==> src/rtl/if_fetch_ctrl_if.sv <==
// Fetch-side bus bundle: instruction-memory req/gnt/rvalid port plus the decode valid/ready port.
// The master modport is the fetch controller; the slave modport is memory plus decode.
interface if_fetch_ctrl_if;
  logic        imem_req_o;
  logic [31:0] imem_addr_o;
  logic        imem_gnt_i;
  logic        imem_rvalid_i;
  logic [31:0] imem_rdata_i;
  logic        id_valid_o;
  logic        id_ready_i;
  logic [31:0] id_instr_o;
  logic [31:0] id_pc_o;
  logic [31:0] id_pc_plus4_o;

  modport master (
    output imem_req_o, imem_addr_o, id_valid_o, id_instr_o, id_pc_o, id_pc_plus4_o,
    input  imem_gnt_i, imem_rvalid_i, imem_rdata_i, id_ready_i
  );

  modport slave (
    input  imem_req_o, imem_addr_o, id_valid_o, id_instr_o, id_pc_o, id_pc_plus4_o,
    output imem_gnt_i, imem_rvalid_i, imem_rdata_i, id_ready_i
  );
endinterface

==> src/rtl/if_fetch_ctrl.sv <==
// Instruction fetch sequencer: credit-limited memory requests, in-order instruction FIFO, redirect/drain.
// Optional feature macro MISALIGN_TRAP_EN: misaligned redirect targets raise a held trap instead of being aligned.
module if_fetch_ctrl #(
  parameter int          FIFO_DEPTH = 2,
  parameter logic [31:0] RESET_PC   = 32'h0
) (
  input  logic                  clk,
  input  logic                  rst,
  input  logic                  redirect_i,
  input  logic [31:0]           redirect_pc_i,
  if_fetch_ctrl_if.master       bus,
  output logic                  misalign_o,
  output logic [31:0]           misalign_addr_o
);
  localparam int CW = $clog2(FIFO_DEPTH + 1);
  localparam int PW = (FIFO_DEPTH > 1) ? $clog2(FIFO_DEPTH) : 1;
  localparam logic [CW-1:0] DEPTH_C  = CW'(FIFO_DEPTH);
  localparam logic [PW-1:0] LAST_PTR = PW'(FIFO_DEPTH - 1);

`ifdef MISALIGN_TRAP_EN
  typedef enum logic [1:0] {RUN = 2'd0, DRAIN = 2'd1, TRAP = 2'd2} state_t;
`else
  typedef enum logic [1:0] {RUN = 2'd0, DRAIN = 2'd1} state_t;
`endif

  state_t         state_reg, state_next;
  logic [31:0]    fetch_pc_reg, fetch_pc_next;
  logic [31:0]    resp_pc_reg, resp_pc_next;
  logic [CW-1:0]  outstanding_reg, outstanding_next;
  logic [CW-1:0]  drop_cnt_reg, drop_cnt_next;
  logic [CW-1:0]  count_reg, count_next;
  logic [PW-1:0]  rd_ptr_reg, rd_ptr_next;
  logic [PW-1:0]  wr_ptr_reg, wr_ptr_next;
  logic [31:0]    pc_mem [FIFO_DEPTH];
  logic [31:0]    instr_mem [FIFO_DEPTH];

  logic        credit_ok, req, fire, fifo_empty, id_valid, push, pop;
  logic [31:0] redirect_tgt;

  function automatic logic [PW-1:0] ptr_inc(input logic [PW-1:0] p);
    return (p == LAST_PTR) ? '0 : p + PW'(1);
  endfunction

`ifdef MISALIGN_TRAP_EN
  logic [31:0] misalign_addr_reg, misalign_addr_next;
  assign redirect_tgt    = redirect_pc_i;
  assign misalign_o      = (state_reg == TRAP);
  assign misalign_addr_o = (state_reg == TRAP) ? misalign_addr_reg : 32'h0;
`else
  assign redirect_tgt    = redirect_pc_i & ~32'h3;
  assign misalign_o      = 1'b0;
  assign misalign_addr_o = 32'h0;
`endif

  // Requests are limited so every granted response is guaranteed a FIFO slot.
  assign credit_ok  = ({1'b0, outstanding_reg} + {1'b0, count_reg}) < {1'b0, DEPTH_C};
  assign req        = !rst && (state_reg == RUN) && credit_ok;
  assign fire       = req && bus.imem_gnt_i;
  assign fifo_empty = (count_reg == '0);
  assign id_valid   = !fifo_empty && !redirect_i;
  assign pop        = id_valid && bus.id_ready_i;
  assign push       = (state_reg == RUN) && bus.imem_rvalid_i && !redirect_i;

  assign bus.imem_req_o    = req;
  assign bus.imem_addr_o   = fetch_pc_reg;
  assign bus.id_valid_o    = id_valid;
  assign bus.id_instr_o    = fifo_empty ? 32'h0 : instr_mem[rd_ptr_reg];
  assign bus.id_pc_o       = fifo_empty ? 32'h0 : pc_mem[rd_ptr_reg];
  assign bus.id_pc_plus4_o = fifo_empty ? 32'h0 : pc_mem[rd_ptr_reg] + 32'd4;

  always_comb begin
    state_next       = state_reg;
    fetch_pc_next    = fetch_pc_reg;
    resp_pc_next     = resp_pc_reg;
    outstanding_next = outstanding_reg + CW'(fire) - CW'(bus.imem_rvalid_i);
    drop_cnt_next    = drop_cnt_reg;
    count_next       = count_reg;
    rd_ptr_next      = rd_ptr_reg;
    wr_ptr_next      = wr_ptr_reg;
`ifdef MISALIGN_TRAP_EN
    misalign_addr_next = misalign_addr_reg;
`endif
    if (redirect_i) begin
      // Everything still in flight after this edge belongs to the old path.
      fetch_pc_next = redirect_tgt;
      resp_pc_next  = redirect_tgt;
      drop_cnt_next = outstanding_next;
      count_next    = '0;
      rd_ptr_next   = '0;
      wr_ptr_next   = '0;
      state_next    = (outstanding_next != '0) ? DRAIN : RUN;
`ifdef MISALIGN_TRAP_EN
      if (redirect_tgt[1:0] != 2'b00) begin
        state_next         = TRAP;
        misalign_addr_next = redirect_tgt;
      end
`endif
    end else begin
      if (fire) fetch_pc_next = fetch_pc_reg + 32'd4;
      if (push) begin
        resp_pc_next = resp_pc_reg + 32'd4;
        wr_ptr_next  = ptr_inc(wr_ptr_reg);
      end
      if (pop) rd_ptr_next = ptr_inc(rd_ptr_reg);
      count_next = count_reg + CW'(push) - CW'(pop);
      if (bus.imem_rvalid_i && (state_reg != RUN) && (drop_cnt_reg != '0)) begin
        drop_cnt_next = drop_cnt_reg - CW'(1);
        if ((state_reg == DRAIN) && (drop_cnt_reg == CW'(1))) state_next = RUN;
      end
    end
  end

  always_ff @(posedge clk or posedge rst) begin
    if (rst) begin
      state_reg       <= RUN;
      fetch_pc_reg    <= RESET_PC;
      resp_pc_reg     <= RESET_PC;
      outstanding_reg <= '0;
      drop_cnt_reg    <= '0;
      count_reg       <= '0;
      rd_ptr_reg      <= '0;
      wr_ptr_reg      <= '0;
`ifdef MISALIGN_TRAP_EN
      misalign_addr_reg <= 32'h0;
`endif
    end else begin
      state_reg       <= state_next;
      fetch_pc_reg    <= fetch_pc_next;
      resp_pc_reg     <= resp_pc_next;
      outstanding_reg <= outstanding_next;
      drop_cnt_reg    <= drop_cnt_next;
      count_reg       <= count_next;
      rd_ptr_reg      <= rd_ptr_next;
      wr_ptr_reg      <= wr_ptr_next;
`ifdef MISALIGN_TRAP_EN
      misalign_addr_reg <= misalign_addr_next;
`endif
    end
  end

  // Storage needs no reset: the count gates every read of it.
  always_ff @(posedge clk) begin
    if (push) begin
      pc_mem[wr_ptr_reg]    <= resp_pc_reg;
      instr_mem[wr_ptr_reg] <= bus.imem_rdata_i;
    end
  end
endmodule

==> src/flat_wrapper.sv <==
// flat-port wrapper written by rule: the top's interface ports become plain ports
module if_fetch_ctrl_flat 
#(
  parameter int          FIFO_DEPTH = 2,
  parameter logic [31:0] RESET_PC   = 32'h0
)
  (clk, rst, redirect_i, redirect_pc_i, misalign_o, misalign_addr_o, bus_imem_req_o, bus_imem_addr_o, bus_id_valid_o, bus_id_instr_o, bus_id_pc_o, bus_id_pc_plus4_o, bus_imem_gnt_i, bus_imem_rvalid_i, bus_imem_rdata_i, bus_id_ready_i);
  if_fetch_ctrl_if bus_i ();
  input  logic clk;
  input  logic rst;
  input  logic redirect_i;
  input  logic [31:0] redirect_pc_i;
  output logic misalign_o;
  output logic [31:0] misalign_addr_o;
  output wire logic [$bits(bus_i.imem_req_o)-1:0] bus_imem_req_o;
  output wire logic [$bits(bus_i.imem_addr_o)-1:0] bus_imem_addr_o;
  output wire logic [$bits(bus_i.id_valid_o)-1:0] bus_id_valid_o;
  output wire logic [$bits(bus_i.id_instr_o)-1:0] bus_id_instr_o;
  output wire logic [$bits(bus_i.id_pc_o)-1:0] bus_id_pc_o;
  output wire logic [$bits(bus_i.id_pc_plus4_o)-1:0] bus_id_pc_plus4_o;
  input wire logic [$bits(bus_i.imem_gnt_i)-1:0] bus_imem_gnt_i;
  input wire logic [$bits(bus_i.imem_rvalid_i)-1:0] bus_imem_rvalid_i;
  input wire logic [$bits(bus_i.imem_rdata_i)-1:0] bus_imem_rdata_i;
  input wire logic [$bits(bus_i.id_ready_i)-1:0] bus_id_ready_i;
  assign bus_imem_req_o = bus_i.imem_req_o;
  assign bus_imem_addr_o = bus_i.imem_addr_o;
  assign bus_id_valid_o = bus_i.id_valid_o;
  assign bus_id_instr_o = bus_i.id_instr_o;
  assign bus_id_pc_o = bus_i.id_pc_o;
  assign bus_id_pc_plus4_o = bus_i.id_pc_plus4_o;
  assign bus_i.imem_gnt_i = bus_imem_gnt_i;
  assign bus_i.imem_rvalid_i = bus_imem_rvalid_i;
  assign bus_i.imem_rdata_i = bus_imem_rdata_i;
  assign bus_i.id_ready_i = bus_id_ready_i;
  if_fetch_ctrl #(.FIFO_DEPTH(FIFO_DEPTH), .RESET_PC(RESET_PC)) u_core (.clk(clk), .rst(rst), .redirect_i(redirect_i), .redirect_pc_i(redirect_pc_i), .bus(bus_i), .misalign_o(misalign_o), .misalign_addr_o(misalign_addr_o));
endmodule
==> config.mk <==
export PLATFORM = sky130hd
export DESIGN_NAME = if_fetch_ctrl_flat
export DESIGN_NICKNAME = d
export VERILOG_FILES = /design/src/rtl/if_fetch_ctrl_if.sv /design/src/rtl/if_fetch_ctrl.sv /design/src/flat_wrapper.sv
export SDC_FILE = /design/constraint.sdc
export NUM_CORES = 1
export LEC_CHECK = 0
export BUFFER_PORTS_ARGS = -buffer_cell sky130_fd_sc_hd__buf_2
export CAP_MARGIN = 20
export CORE_ASPECT_RATIO = 0.8
export CORE_UTILIZATION = 55
export DETAILED_ROUTE_END_ITERATION = 7
export PLACE_DENSITY = 0.82
export RECOVER_POWER = 50
export REMOVE_ABC_BUFFERS = 1
export SLEW_MARGIN = 20
export SYNTH_ARGS = -nofsm -noshare
export SYNTH_HDL_FRONTEND = slang
export SYNTH_SLANG_ARGS = --single-unit
==> constraint.sdc <==
create_clock -name clk -period 17.2 [get_ports clk]
set_input_delay 2.58 -clock clk [delete_from_list [all_inputs] [get_ports clk]]
set_output_delay 2.58 -clock clk [all_outputs]
set_load 0.03 [all_outputs]
==> impl_metrics.ini, run 1 <==
[worst_setup_path]
path_class = reg2out
r2r_start = u_core.state_reg[0]$_DFFE_PP0P_
arrival_ns = 4.38
endpoint_kind = primary output
reg2reg_slack_ns = 13.36
cp.required_ns = 14.62
ff2ff_path_depth = 3
cp-start-kind = register
crit_fanout = 70
r2r-end = u_core.pc_mem[0][11]$_DFFE_PP_

[sta]
setup_violations = 0
tightest_slew_ns = 3.58
slew_headroom = -1.39
timing.final.crit_share = 0.404
timing.final.max_slew_violations = 196
setup_ws_ns = 10.24
finalCriticalPeriod_ns = 6.96
tns_ns = 0
skew_ns = 0.0125
hold_viol_final = 0
max_clock_freq_mhz = 144
fin_hold_ws_ns = 0.541
rsz0062_at_grt = no

[clock_network]
cts_tree = built
clk_pin_slew_ns = 0.08
cts_setup_buffers = 0
cts.sinks = 193
cts_resized = 0
cts_max_path_buffers = 2
clk_latency_ns = 0.44
htreeDepth = 4
cts_made_buffers = 17
cts_root_buffer = clkbuf_16
cts_hold_buf = 0

[floorplanning]
dieArea_um2 = 18400
die_h_um = 121
rows = 43
die_w_um = 151
core-area_um2 = 17400
initial_core_util = 0.564
pin_count = 233

[drt]
via_per_inst = 5.71
dr_wl_met3_mm = 2.05
vias = 7364
routed.top_layer = met4
wirelength_mm = 22.1
dr.first_iter.drc_count = 667
final_antenna_net_count = 0
met2_length_mm = 9.88
wl_met1_mm = 9.91
post_drt_wl_per_cell_um = 17.1
route.detailed.drc = 0
firstDrtPassIters = 6

[finish]
multi_input_area_um2 = 3970
area_growth_pct = 16.1
fill_cells = 1371
antennaDiodeCount = 0
stdcell_count = 1289
largest_register = u_core.instr_mem
largest_register_ffs = 64
nets = 1131
reg_top3 = u_core.instr_mem x64, u_core.pc_mem x60
drive_above_1_share = 0.201
ff_latch_area_um2 = 5450

[yosys]
synthesis.area_um2 = 9810
synth-seq-cells = 193
syn-mean-instance-area_um2 = 11.2
synth.most_common_cell = edfxtp_1
synth_area_leaders = edfxtp_1 (38%), dfrtp_1 (18%), mux2i_1 (6.0%)
synth_ff_type = edfxtp_1
synth_top_area_cell = edfxtp_1
async_flop_share = 0.358
synthDistinctLibCells = 50
synth_top_area_frac = 0.380
ys_seq_area_frac = 0.556
synth_edf_count = 124
synth_common_cells = edfxtp_1 (124), nor2_1 (103), dfrtp_1 (69)
ys_warn_count = 0
netlist_instances = 873

[power]
p_total_w = 0.00150
peakVddDrop_v = 0.0000812
p_per_area_nw_per_um2 = 132
p_leak_nw = 4.38

[global_routing]
grt_pass1_wl_mm = 34.2
grt_max_degree = 74
grt_pass1_vias = 6594
grt-ovfl-total = 0
antenna_found_initial = 0
track_usage = 0.247

[min_path]
min-delay-start = u_core.resp_pc_reg[27]$_DFFE_PP0N_
min_path_cells = 0
worstHoldEndpoint = u_core.pc_mem[0][27]$_DFFE_PP_
hold_path.class = reg2reg

[outcome]
status = finished, violations left
failed_checks = capacitance limit, slew limit

[placement]
port_buffers = 191
post-place-ws_ns = 10.74
hpwl_mm = 15.4
placed_cells = 1257
place.gp.congestion = 0.896

[run]
drv_cap = 3
## layer usage
layer | global-route usage | up-vias
met1 | 0.368 | 3525
met4 | 0.0631 | 0
li1 | - | 3458
met3 | 0.0538 | 23
met2 | 0.365 | 358
met5 | 0 | -
## cells by family after synthesis
group	count (synthesis)	synth area share
AND/OR/NAND/NOR	320	0.163
flip-flops	193	0.556
AO/OA/AOI/OAI	100	0.0640
buffers and inverters	100	0.0555
multiplexers	87	0.0924
XOR/XNOR	62	0.0554
adder cells (fa/ha/maj)	10	0.0135
other	1	0.000382
## critical path, stage by stage, from the launching register on
cell,delay (ns)
dfrtp_4,0.82
buf_4,0.74
mux2_2,0.35
ha_1,0.15
inv_1,0.08
nor4_1,0.28
buf_4,0.25
nand4_1,0.35
nor3_1,0.33
mux2_2,0.38
buf_2,0.18
## report_power, final
part	leakage [nW]	switching, W	total [W]	internal [W]
combinational	2.15	0.000331	0.000479	0.000147
clock	0.314	0.000203	0.000418	0.000215
sequential	1.92	0.0000515	0.000603	0.000551
## layout make-up
type / count / share of cell area
clock buffer: 17 / 0.0374
clock inverter: 15 / 0.0198
inverter: 22 / 0.00725
multi-input combinational: 618 / 0.349
sequential: 193 / 0.479
tap: 225 / 0.0247
timing repair buffer: 199 / 0.0830
## how the worst max path moves through the flow
stage	startpoint	end	slack [ns]
finish	u_core.rd_ptr_reg$_DFFE_PP0P_	bus_id_pc_plus4_o[30]	10.24
global route	u_core.rd_ptr_reg$_DFFE_PP0P_	bus_id_pc_plus4_o[30]	10.0
CTS	u_core.rd_ptr_reg$_DFFE_PP0P_	bus_id_pc_plus4_o[30]	10.25
detailed placement	u_core.rd_ptr_reg$_DFFE_PP0P_	bus_id_pc_plus4_o[30]	10.74
global placement	u_core.rd_ptr_reg$_DFFE_PP0P_	bus_id_pc_plus4_o[30]	10.81
floorplan	u_core.rd_ptr_reg$_DFFE_PP0P_	bus_id_pc_plus4_o[26]	8.76
## layout by cell type (no fill, tap or decap), drive strengths merged, types with 6 or more instances in the layout
cell type  Yosys  layout
or3            6       6
conb           1      39
nor2         103     103
ha             9       9
o21ai         25      25
and2          10      10
inv           22      28
clkinv         0       8
clkbuf        19      67
and4           8       8
a31oi         11      11
nor4          11      11
nand2         60      60
edfxtp       124     124
dfrtp         69      69
nand3         36      36
xnor2         45      45
mux2          28      28
nand2b         6       6
a21boi         6       6
xor2          17      17
and3           9       9
nand3b         8       8
o31ai         10      10
mux2i         59      59
buf           59     149
nor3          14      14
nand4         26      26
nand4b         6       6
a21oi         27      27
## metrics by stage
stage	util	cell area [um2]
final	0.655	11400
after floorplan	-	9490
after global routing	0.655	11400
after detailed placement	0.622	10800
after global placement	0.622	10800
after CTS	0.659	11500
Note: power is estimated with default switching activity, not from simulation.
==> inputs of run 2 (changes only) <==
--- a/config.mk
+++ b/config.mk
@@ -8,9 +8,9 @@
 export BUFFER_PORTS_ARGS = -buffer_cell sky130_fd_sc_hd__buf_2
 export CAP_MARGIN = 20
 export CORE_ASPECT_RATIO = 0.8
-export CORE_UTILIZATION = 55
+export CORE_UTILIZATION = 54
 export DETAILED_ROUTE_END_ITERATION = 7
-export PLACE_DENSITY = 0.82
+export PLACE_DENSITY = 0.8
 export RECOVER_POWER = 50
 export REMOVE_ABC_BUFFERS = 1
 export SLEW_MARGIN = 20
==> constraint.sdc (replaced) <==
create_clock -name clk -period 7 [get_ports clk]
set_input_delay 1.05 -clock clk [delete_from_list [all_inputs] [get_ports clk]]
set_output_delay 1.05 -clock clk [all_outputs]
set_load 0.03 [all_outputs]
==> run 2 against run 1 <==
- the run ends with DRC, capacitance limit, slew limit left
- design area shrank 0.64%
- non-clock buffer count is the same
- clock-buffer cell count grew 2
- core utilization shrank 1.0 points
- die area increased by 1.8%
- wire length up 3.9%
- clock power rose by 130%
- first-iteration DRC count down 7.3%
- critical endpoint is now u_core.count_reg[0]$_DFF_PP0_
==> impl_metrics.ini, run 2 (synthesis gave the netlist of run 1 again) <==
[clock_network]
cts_tree = built
cts.sinks = 193
cts_hold_buf = 0
htreeDepth = 4
cts_made_buffers = 17
clk_pin_slew_ns = 0.07
cts_setup_buffers = 0
clk_latency_ns = 0.44
cts_max_path_buffers = 2
cts_root_buffer = clkbuf_16
cts_resized = 0

[finish]
drive_above_1_share = 0.197
reg_top3 = u_core.instr_mem x64, u_core.pc_mem x60
fill_cells = 1380
layout_commonest_cell = buf_2
antennaDiodeCount = 0
fin_util = 0.645
largest_register = u_core.instr_mem
area_growth_pct = 15.3
nets = 1131
largest_register_ffs = 64
final_cell_mix = buf_2 (142), edfxtp_1 (124), nor2_1 (102)

[power]
p_per_area_nw_per_um2 = 320
p_leak_nw = 4.34
peakVddDrop_v = 0.000158

[global_routing]
groute.layer.met1.usage = 0.354
grt_use_met3 = 0.0537
antenna_found_initial = 1
track_usage = 0.249
top_usage_layer = met2
grt_pass1_vias = 6749
grt_pass1_wl_mm = 35.5
met2_usage = 0.394
grt-ovfl-total = 0
grt_max_degree = 74

[worst_setup_path]
critPathSlowestCell = clkbuf_1
path_buf_inv = 4
path_cells = clkbuf_1 > clkinv_1 > clkbuf_1 > and3_1 > ha_1 > inv_1 > ha_1 > nor2b_1
path_class = in2reg
endpoint_kind = register
cp-start-kind = input port
cp.required_ns = 7.27
crit_family = buffers and inverters
arrival_ns = 5.07
cpPeakStageDelay_ns = 2.35
crit_fanout = 73

[floorplanning]
rows = 43
dieArea_um2 = 18700
die_w_um = 153
initial_core_util = 0.559
pin_count = 233
die_h_um = 123
core-area_um2 = 17500

[placement]
port_buffers = 191
post-place-ws_ns = 2.74
hpwl_mm = 15.8
place.gp.congestion = 0.902

[sta]
slew_headroom = -1.39
tns_ns = 0
timing.final.crit_share = 0.686
timing.final.max_slew_violations = 180
setup_violations = 0
setup_ws_ns = 2.20
tightest_slew_ns = 3.58
rsz0062_at_grt = no
max_clock_freq_mhz = 208
finalCriticalPeriod_ns = 4.80
fin_hold_ws_ns = 0.544
hold_viol_final = 0
skew_ns = 0.0121

[drt]
via_per_inst = 5.74
post_drt_wl_per_cell_um = 17.8
final_antenna_net_count = 0
firstDrtPassIters = 8
wirelength_mm = 22.9
vias = 7405
route.detailed.drc = 18
dr.first_iter.drc_count = 618

[outcome]
status = finished, violations left
failed_checks = DRC, capacitance limit, slew limit

[run]
drv_cap = 3

[min_path]
hold_path.class = reg2reg
[run 2: cell count changes in the layout (fill, tap and decap cells not counted), sizes merged]
| cell | change |
|---|---|
| clkinvlp | +3 |
| buf | -2 |
| clkbuf | +4 |
| inv | -3 |
| clkinv | -2 |
[run 2: final timing paths]
path / start / end / slack, ns / cells after the start
max reg2reg: u_core.state_reg[0]$_DFFE_PP0P_ / u_core.pc_mem[0][18]$_DFFE_PP_ / 3.13 / 3
min reg2reg: u_core.resp_pc_reg[27]$_DFFE_PP0N_ / u_core.pc_mem[0][27]$_DFFE_PP_ / 0.54 / 0
min: u_core.resp_pc_reg[27]$_DFFE_PP0N_ / u_core.pc_mem[0][27]$_DFFE_PP_ / 0.54 / 0
max: redirect_i / u_core.count_reg[0]$_DFF_PP0_ / 2.20 / 8
max in group asynchronous: rst / u_core.rd_ptr_reg$_DFFE_PP0P_ / 3.19 / 3
min in group asynchronous: rst / u_core.bus.imem_addr_o[29]$_DFFE_PP0P_ / 0.92 / 2
[run 2: layer usage]
layer,wire length (um),vias up
li1,-,3450
met1,10000,3555
met2,10500,371
met3,2210,27
met4,170,2
met5,17,-
[run 2: final cells by class]
cell class	instances	area [um2]	share of cell area
clock buffers	19	433	0.0383
clock inverters	13	151	0.0134
inverters	22	82.6	0.00730
multi-input cells	618	3970	0.351
flip-flops and latches	193	5450	0.482
well taps	225	282	0.0249
repair buffers	199	943	0.0834
[run 2: report_power, final]
group,switching [W],total [W],internal [W]
Clock,0.000447,0.000953,0.000505
Sequential,0.000137,0.00149,0.00135
Combinational,0.000811,0.00117,0.000361
[run 2: through the flow]
| stage | std cells | power (W) | instance area [um2] |
|---|---|---|---|
| floorplan | 833 | 0.00235 | 9490 |
| global route | 1289 | 0.00379 | 11300 |
| finish | 1289 | 0.00362 | 11300 |
| CTS | 1289 | 0.00363 | 11400 |
| global placement | 1257 | 0.00265 | 10800 |
| detailed placement | 1257 | 0.00268 | 10800 |
==> inputs of run 3 (changes only) <==
==> constraint.sdc (replaced) <==
create_clock -name clk -period 4.85 [get_ports clk]
set_input_delay 0.7275 -clock clk [delete_from_list [all_inputs] [get_ports clk]]
set_output_delay 0.7275 -clock clk [all_outputs]
set_load 0.03 [all_outputs]
==> run 3 against run 2 <==
- the run still ends with DRC, capacitance limit, slew limit left
- critical path depth decreased by 4
- clock skew increased by 0.0033 ns
- register-to-register slack got worse by 2.2 ns
- die area stayed put
- clock power up 44%
- sequential power increased by 43%
- hold slack got worse by 0.21 ns
- non-clock buffer count up 2
- core utilization increased by 0.15 points
- global-route usage decreased by 0.68 points
- combinational power rose by 50%
- first-iteration DRC count unchanged
- largest power group unchanged
==> impl_metrics.ini, run 3 (synthesis gave the netlist of run 1 again) <==
[outcome]
status = finished, violations left
failed_checks = DRC, capacitance limit, slew limit

[power]
p_leak_nw = 4.38
p_per_area_nw_per_um2 = 462
peakVddDrop_v = 0.000374

[sta]
tns_ns = 0
hold_viol_final = 0
finalCriticalPeriod_ns = 4.37
fin_hold_ws_ns = 0.338
max_clock_freq_mhz = 229
rsz0062_at_grt = no
setup_violations = 0
slew_headroom = -1.41
skew_ns = 0.0155
timing.final.crit_share = 0.901
timing.final.max_slew_violations = 228
tightest_slew_ns = 3.61

[global_routing]
track_usage = 0.243
grt-ovfl-total = 0
grt_pass1_wl_mm = 34.5
antenna_found_initial = 1
grt_max_degree = 74
grt_pass1_vias = 6584

[clock_network]
clk_pin_slew_ns = 0.07
cts_setup_buffers = 0
cts_tree = built
clk_latency_ns = 0.44
cts_max_path_buffers = 2
cts_resized = 0
cts_root_buffer = clkbuf_16
cts_made_buffers = 17
cts.sinks = 193
cts_hold_buf = 0
htreeDepth = 4

[worst_setup_path]
cpPeakStageDelay_ns = 1.78
crit_path_start = u_core.rd_ptr_reg$_DFFE_PP0P_
crit_family = buffers and inverters
path_buf_inv = 2
path_class = reg2out
critPathSlowestCell = clkbuf_1
worst-path-stages = 4
ff2ff_path_depth = 3
r2r_start = u_core.state_reg[0]$_DFFE_PP0P_
endpoint_kind = primary output
cp-start-kind = register
r2r-end = u_core.pc_mem[0][22]$_DFFE_PP_
cp.required_ns = 4.12
worstSetupEndpoint = bus_id_instr_o[13]
arrival_ns = 3.64
reg2reg_slack_ns = 0.95
crit_fanout = 36
path_cells = clkbuf_1 > mux2i_1 > nor2_1 > buf_2

[floorplanning]
initial_core_util = 0.559
dieArea_um2 = 18700
core-area_um2 = 17500
pin_count = 233
die_h_um = 123
die_w_um = 153
rows = 43

[drt]
post_drt_wl_per_cell_um = 17.3
route.detailed.drc = 18
wirelength_mm = 22.3
final_antenna_net_count = 0
via_per_inst = 5.65
firstDrtPassIters = 7
vias = 7295
dr.first_iter.drc_count = 618

[finish]
largest_register_ffs = 64
stdcell_count = 1291
largest_register = u_core.instr_mem
layout_commonest_cell = buf_2
area_growth_pct = 15.6
reg_top3 = u_core.instr_mem x64, u_core.pc_mem x60
final_cell_mix = buf_2 (146), edfxtp_1 (124), nor2_1 (102)
fill_cells = 1388
nets = 1133
antennaDiodeCount = 0
drive_above_1_share = 0.204

[placement]
place.gp.congestion = 0.890
port_buffers = 191
hpwl_mm = 15.8
placed_cells = 1258

[run]
drv_cap = 4

[min_path]
hold_path.class = in2async
run 3: report_power, final:
group	internal (W)	switching, W
combinational	0.000552	0.00119
clock	0.000719	0.000646
sequential	0.00195	0.000177
run 3: how the worst min path moves through the flow:
stage,startpoint,to,slack (ns)
CTS,rst,u_core.rd_ptr_reg$_DFFE_PP0P_,0.24
finish,rst,u_core.resp_pc_reg[31]$_DFFE_PP0N_,0.34
detailed placement,u_core.resp_pc_reg[31]$_DFFE_PP0N_,u_core.pc_mem[0][31]$_DFFE_PP_,0.50
global route,rst,u_core.rd_ptr_reg$_DFFE_PP0P_,0.38
floorplan,u_core.resp_pc_reg[31]$_DFFE_PP0N_,u_core.pc_mem[0][31]$_DFFE_PP_,0.46
global placement,u_core.resp_pc_reg[31]$_DFFE_PP0N_,u_core.pc_mem[0][31]$_DFFE_PP_,0.47
run 3: final cells by class:
| type | count | area [um2] | area share |
|---|---|---|---|
| Sequential cell | 193 | 5450 | 0.481 |
| Clock buffer | 19 | 464 | 0.0409 |
| Timing Repair Buffer | 201 | 980 | 0.0864 |
| Inverter | 22 | 82.6 | 0.00728 |
| Tap cell | 225 | 282 | 0.0248 |
| Multi-Input combinational cell | 618 | 3970 | 0.350 |
| Clock inverter | 13 | 110 | 0.00971 |
run 3: routing by layer:
metal / wire length [um] / global-route usage / share of wire
met1: 10300 / 0.358 / 0.46
met2: 9720 / 0.357 / 0.44
met3: 1920 / 0.0466 / 0.086
met4: 420 / 0.0909 / 0.019
met5: 10 / 0 / 0.00045
run 3: worst reg2reg max path, cell delays in order, from the launching register on:
cell	delay [ns]
dfrtp_1	0.43
nand2b_1	0.23
nor3_1	0.16
clkbuf_1	2.55
run 3: through the flow:
step | setup slack [ns] | cell area, um2 | total power [W] | util
finish | 0.478 | 11300 | 0.00524 | 0.646
global route | 0.193 | 11300 | 0.00548 | 0.646
CTS | 0.548 | 11400 | 0.00523 | 0.649
detailed placement | 1.12 | 10800 | 0.00387 | 0.616
global placement | 1.24 | 10800 | 0.00383 | 0.616
floorplan | -1.74 | 9490 | 0.00339 | -
